File: src/rtl/fir_axis_out_fifo_if.sv
// AXI-Stream link carrying FIR samples with an end-of-frame marker.
//
// Handshake: a beat transfers on a rising clk edge where tvalid and tready
// are both high. Once the master raises tvalid it holds tdata/tlast stable
// and keeps tvalid high until that transfer happens. The master never waits
// on tready before asserting tvalid.
interface fir_axis_out_fifo_if #(
  parameter int DATA_WIDTH = 16
);
  logic [DATA_WIDTH-1:0] tdata;
  logic                  tvalid;
  logic                  tlast;
  logic                  tready;

  modport master (
    output tdata,
    output tvalid,
    output tlast,
    input  tready
  );

  modport slave (
    input  tdata,
    input  tvalid,
    input  tlast,
    output tready
  );
endinterface

File: src/rtl/fir_axis_out_fifo.sv
// First-word-fall-through AXI-Stream FIFO placed after the FIR pipeline.
// Gives the FIR real backpressure, counts delivered frames and reports fill
// level. Input ready depends only on the stored count, so there is no
// combinational path from the consumer's ready back to the FIR.
module fir_axis_out_fifo #(
  parameter int DATA_WIDTH      = 16,
  parameter int ADDR_WIDTH      = 4,
  parameter int ALMOST_FULL_TH  = 12,
  parameter int FRAME_CNT_WIDTH = 16
) (
  input  logic                       clk,
  input  logic                       reset,
  fir_axis_out_fifo_if.slave         s_axis,
  fir_axis_out_fifo_if.master        m_axis,
  output logic [ADDR_WIDTH:0]        fill_level,
  output logic                       almost_full,
  output logic [FRAME_CNT_WIDTH-1:0] frame_count,
  output logic                       overflow_err
);

  localparam int DEPTH = 1 << ADDR_WIDTH;
  localparam logic [ADDR_WIDTH:0]        DEPTH_C = (ADDR_WIDTH+1)'(DEPTH);
  localparam logic [ADDR_WIDTH:0]        AF_TH_C = (ADDR_WIDTH+1)'(ALMOST_FULL_TH);
  localparam logic [ADDR_WIDTH:0]        CNT_ONE = (ADDR_WIDTH+1)'(1);
  localparam logic [ADDR_WIDTH-1:0]      PTR_ONE = ADDR_WIDTH'(1);
  localparam logic [FRAME_CNT_WIDTH-1:0] FC_ONE  = FRAME_CNT_WIDTH'(1);

  // Storage word is {tlast, tdata}
  logic [DATA_WIDTH:0] mem_q [DEPTH];

  logic [ADDR_WIDTH-1:0]      wr_ptr_q, wr_ptr_d;
  logic [ADDR_WIDTH-1:0]      rd_ptr_q, rd_ptr_d;
  logic [ADDR_WIDTH:0]        count_q, count_d;
  logic [FRAME_CNT_WIDTH-1:0] frame_count_q, frame_count_d;
  logic                       overflow_err_q, overflow_err_d;

  logic                s_ready;
  logic                m_valid;
  logic                push;
  logic                pop;
  logic [DATA_WIDTH:0] head_word;

  // Handshake decode, pointer/count/frame/error next-state
  always_comb begin
    s_ready        = (count_q != DEPTH_C);
    m_valid        = (count_q != '0);
    push           = s_axis.tvalid & s_ready;
    pop            = m_valid & m_axis.tready;
    head_word      = mem_q[rd_ptr_q];
    wr_ptr_d       = wr_ptr_q;
    rd_ptr_d       = rd_ptr_q;
    count_d        = count_q;
    frame_count_d  = frame_count_q;
    overflow_err_d = overflow_err_q;

    if (push) wr_ptr_d = wr_ptr_q + PTR_ONE;
    if (pop)  rd_ptr_d = rd_ptr_q + PTR_ONE;

    case ({push, pop})
      2'b10:   count_d = count_q + CNT_ONE;
      2'b01:   count_d = count_q - CNT_ONE;
      default: count_d = count_q;
    endcase

    // Frame completes when its last beat leaves the FIFO
    if (pop && head_word[DATA_WIDTH]) frame_count_d = frame_count_q + FC_ONE;

    // A frame end held off by a full FIFO is flagged for debug
    if (s_axis.tvalid && !s_ready && s_axis.tlast) overflow_err_d = 1'b1;
  end

  // Control registers with synchronous reset
  always_ff @(posedge clk) begin
    if (reset) begin
      wr_ptr_q       <= '0;
      rd_ptr_q       <= '0;
      count_q        <= '0;
      frame_count_q  <= '0;
      overflow_err_q <= 1'b0;
    end else begin
      wr_ptr_q       <= wr_ptr_d;
      rd_ptr_q       <= rd_ptr_d;
      count_q        <= count_d;
      frame_count_q  <= frame_count_d;
      overflow_err_q <= overflow_err_d;
    end
  end

  // Sample storage; contents are not cleared since pointers define validity
  always_ff @(posedge clk) begin
    if (push && !reset) mem_q[wr_ptr_q] <= {s_axis.tlast, s_axis.tdata};
  end

  assign s_axis.tready = s_ready;
  assign m_axis.tvalid = m_valid;
  assign m_axis.tdata  = head_word[DATA_WIDTH-1:0];
  assign m_axis.tlast  = m_valid & head_word[DATA_WIDTH];
  assign fill_level    = count_q;
  assign almost_full   = (count_q >= AF_TH_C);
  assign frame_count   = frame_count_q;
  assign overflow_err  = overflow_err_q;

endmodule

File: src/flat_wrapper.sv
// flat-port wrapper written by rule: the top's interface ports become plain ports
module fir_axis_out_fifo_flat 
#(
  parameter int DATA_WIDTH      = 16,
  parameter int ADDR_WIDTH      = 4,
  parameter int ALMOST_FULL_TH  = 12,
  parameter int FRAME_CNT_WIDTH = 16
)
  (clk, reset, fill_level, almost_full, frame_count, overflow_err, s_axis_tdata, s_axis_tvalid, s_axis_tlast, s_axis_tready, m_axis_tdata, m_axis_tvalid, m_axis_tlast, m_axis_tready);
  fir_axis_out_fifo_if #(.DATA_WIDTH(DATA_WIDTH)) s_axis_i ();
  fir_axis_out_fifo_if #(.DATA_WIDTH(DATA_WIDTH)) m_axis_i ();
  input  logic clk;
  input  logic reset;
  output logic [ADDR_WIDTH:0] fill_level;
  output logic almost_full;
  output logic [FRAME_CNT_WIDTH-1:0] frame_count;
  output logic overflow_err;
  input wire logic [$bits(s_axis_i.tdata)-1:0] s_axis_tdata;
  input wire logic [$bits(s_axis_i.tvalid)-1:0] s_axis_tvalid;
  input wire logic [$bits(s_axis_i.tlast)-1:0] s_axis_tlast;
  output wire logic [$bits(s_axis_i.tready)-1:0] s_axis_tready;
  output wire logic [$bits(m_axis_i.tdata)-1:0] m_axis_tdata;
  output wire logic [$bits(m_axis_i.tvalid)-1:0] m_axis_tvalid;
  output wire logic [$bits(m_axis_i.tlast)-1:0] m_axis_tlast;
  input wire logic [$bits(m_axis_i.tready)-1:0] m_axis_tready;
  assign s_axis_i.tdata = s_axis_tdata;
  assign s_axis_i.tvalid = s_axis_tvalid;
  assign s_axis_i.tlast = s_axis_tlast;
  assign s_axis_tready = s_axis_i.tready;
  assign m_axis_tdata = m_axis_i.tdata;
  assign m_axis_tvalid = m_axis_i.tvalid;
  assign m_axis_tlast = m_axis_i.tlast;
  assign m_axis_i.tready = m_axis_tready;
  fir_axis_out_fifo #(.DATA_WIDTH(DATA_WIDTH), .ADDR_WIDTH(ADDR_WIDTH), .ALMOST_FULL_TH(ALMOST_FULL_TH), .FRAME_CNT_WIDTH(FRAME_CNT_WIDTH)) u_core (.clk(clk), .reset(reset), .s_axis(s_axis_i), .m_axis(m_axis_i), .fill_level(fill_level), .almost_full(almost_full), .frame_count(frame_count), .overflow_err(overflow_err));
endmodule
File: config.mk
export PLATFORM = sky130hd
export DESIGN_NAME = fir_axis_out_fifo_flat
export DESIGN_NICKNAME = d
export VERILOG_FILES = /design/src/rtl/fir_axis_out_fifo_if.sv /design/src/rtl/fir_axis_out_fifo.sv /design/src/flat_wrapper.sv
export SDC_FILE = /design/constraint.sdc
export NUM_CORES = 1
export LEC_CHECK = 0
export BUFFER_PORTS_ARGS = -buffer_cell sky130_fd_sc_hd__buf_4
export CAP_MARGIN = 20
export CORE_MARGIN = 5
export CORE_UTILIZATION = 50
export CTS_BUF_LIST = sky130_fd_sc_hd__clkbuf_4 sky130_fd_sc_hd__clkbuf_8 sky130_fd_sc_hd__clkbuf_16
export CTS_CLUSTER_DIAMETER = 40
export DETAILED_ROUTE_END_ITERATION = 8
export PLACE_DENSITY = 0.68
export SETUP_SLACK_MARGIN = 0.5
export SLEW_MARGIN = 20
export SYNTH_ARGS = -nofsm -noshare
export SYNTH_HDL_FRONTEND = slang
export SYNTH_SLANG_ARGS = --single-unit
File: constraint.sdc
create_clock -name clk -period 7.3 [get_ports clk]
set_input_delay 1.46 -clock clk [delete_from_list [all_inputs] [get_ports clk]]
set_output_delay 1.46 -clock clk [all_outputs]
set_load 0.1 [all_outputs]
==> run summary <==
Outcome = completed
Drt first-iter violations = 558
Vias in the first global route = 6561
Critical-path cell list = buf_4 -> mux4_2 -> mux4_2 -> buf_4
Diodes inserted = 0
Finish-stage setup viols = 0
Clock Sinks = 306
Vias per inst = 5.92
Final Hold Viols = 0
Crit Path Class = reg2out
Unrepaired setup endpoints after global routing = false
Antenna-violating nets left = 0
Crit path max-delay family = multiplexers
Ys async rst share = 0
Post-route cell area = 14300 µm²
Pint = 3.52 mW
WP data required = 5840 ps
Layout cells sized above 1 = 0.351
Clk_lat worst skew = 520 ps
Reg clk slew, reported paths = 50 ps
Post-synth top cells = 272 x edfxtp_1, 81 x mux4_2, 34 x dfxtp_1
Worst Hold Class = reg2reg
Via count = 6168
Post-synth EDFFs = 272
Std cell rows = 56
Total GRT Usage = 0.188
Initial antenna violation count = 0
Setup crit end kind = primary output
Hold_buf cts = 0
Final max-slew violation count = 0
Logic pwr share = 0.200
Max incr delay on CP = 820 ps
Seq pwr share = 0.405
GR Overflow Total = 0
DRT Pass-1 Iters = 4
Critical Path Start Type = flop
Initial Util = 0.511
DIE HEIGHT = 165 µm
Netlist cell types = 53
Max H-tree Level = 2
Detailed placer's ending HPWL = 13.7 mm
Worst EP arrival = 3390 ps
DR WL/cell = 24.0 µm
Syn. warnings = 0
Crit path time final = 4850 ps
Clock share of power = 0.395
Top FF cell, synth = edfxtp_1
WHS = 491 ps
Synthesis-to-layout area growth = 18.3%
Synthesized area per cell = 19.7 µm²
Net Count, Synth = 641
Post-Syn Instances = 611
Synth top area cells = edfxtp_1 68%, mux4_2 15%, dfxtp_1 5.6%
Crit path max fanout = 37
Sw Pwr = 1.44 mW
Total die area = 27300 µm²
Max clock buf depth = 3
CP max stage cell = dfxtp_4
Period utilization = 0.664
Sequential area share after synthesis = 0.733
Finished Layout Cells = 1042
Leakage = 4.62 nW
Final Total Pwr = 4.96 mW
Final-stage net count = 725
CP Buf/Inv Count = 2
PortBufs = 62
Root Driver = clkbuf_16
Net Sw Frac = 0.291
CTS buffer count = 37
Seq cells post-synth = 306
Final Util = 0.605
# resized after CTS = 0
Dpl cells = 975
Final WL = 25.1 mm
CTS tree = built
Final setup margin = 2450 ps
Top-level I/O count = 63
Pin count of the biggest net entering global routing = 67
Setup TNS = 0 ps
CORE AREA = 23600 µm²
Post-CTS setup buffers = 0
Worst R2R Setup Slack = 3260 ps
Worst-Margin Slew = 1010 ps
Residual DRC count = 0
First-pass GRT wire length = 38.0 mm
Die X = 165 µm
Gpl congestion = 0.795
Pwr/cell area = 348 nW/µm²
Placement Cell Area = 12900 µm²
Synthesized area = 12100 µm²
Worst slack, placed = 2870 ps
Fmax = 206 MHz
Max cap viols = 0
Peak supply drop = 0.000338 V
Most common cell in the netlist = edfxtp_1
Clock Skew = 13.5 ps
Slew HR = 0.322
Synth top area share = 0.677
Largest area contributor in the netlist = edfxtp_1
worst register-to-register path, stage by stage (launching register included):
cell and delay (ps):
dfxtp_1 410, or4_1 530, o21ai_2 720, inv_1 460, ha_1 410, xor2_1 190
ha_1 210, a21oi_1 240, o22ai_1 130, a222oi_1 410, or3_1 170, a21oi_1 60
routing by layer:
layer,up-vias,track usage,part of all wire
met2,219,0.328,0.51
met4,0,0.0457,0.016
met3,31,0.0333,0.062
met5,-,0,0
met1,3235,0.249,0.41
li1,2683,-,-
registers in the layout, indices dropped and copies added (netlist names), named ones only:
name / cells
u_core.wr_ptr_q: 4
u_core.rd_ptr_q: 4
u_core.fill_level: 5
u_core.frame_count: 16
u_core.mem_q: 272
u_core.overflow_err: 1
power groups by stage:
stage / logic [mW] / clock network, mW / registers (mW)
final: 0.991 / 1.96 / 2.01
after floorplan: 0.755 / 0 / 2.09
after CTS: 1.00 / 1.99 / 2.02
after global placement: 0.980 / 0 / 2.05
after global routing: 1.04 / 2.07 / 2.02
after detailed placement: 0.999 / 0 / 2.05
cells in the final DEF, fill, tap and decap left out, types with 3 or more instances in the layout:
cell	Yosys	routed
edfxtp_1	272	272
mux4_2	81	81
buf_4	2	81
clkbuf_16	0	37
dfxtp_1	34	31
nand2_1	19	19
a21oi_1	19	19
nor2_1	27	15
nor2_2	0	12
inv_1	9	9
ha_1	9	9
bufinv_16	0	8
or4_1	7	7
xor2_1	7	7
o31ai_1	6	6
nand3_1	6	6
nand4_1	6	6
nand2b_1	5	5
mux2_2	5	5
nor3_1	9	5
nor3_2	0	4
o21ai_0	4	4
inv_6	0	4
clkinv_1	0	4
clkbuf_4	0	4
nor4_1	3	3
mux2_1	3	3
o22ai_1	3	3
or3_1	3	3
xnor2_1	3	3
and4_1	3	3
a41o_1	3	3
o2111ai_1	3	3
clkinvlp_4	0	3
clkinv_2	0	3
worst paths after layout:
check                                           from                   end  cells past startpoint
worst max-delay path                            flop       m_axis_tdata[0]                      4
worst min-delay path             u_core.overflow_err   u_core.overflow_err                      2
worst max register to register  u_core.fill_level[2]  u_core.fill_level[4]                     11
worst min register to register   u_core.overflow_err   u_core.overflow_err                      2
cells by family (layout without fill, tap and decap cells):
logic type	count (synthesis)	in the layout	synth area share
and+or+nand+nor	96	96	0.0404
AOI/OAI and AO/OA	55	55	0.0317
DFF	306	306	0.733
adders and majority gates	9	9	0.00933
buffers and inverters	45	157	0.0185
xor gates and xnor gates	10	10	0.00726
muxes	90	90	0.159
area by class of cell:
class / count / area, µm²
clock buffers: 42 / 970
clock inverters: 25 / 368
fillers: 1695 / 9330
inverters: 9 / 33.8
multi-input cells: 260 / 3050
flip-flops and latches: 306 / 8850
well taps: 319 / 399
repair buffers: 81 / 608
No activity file was read; power rests on OpenSTA's default activity.
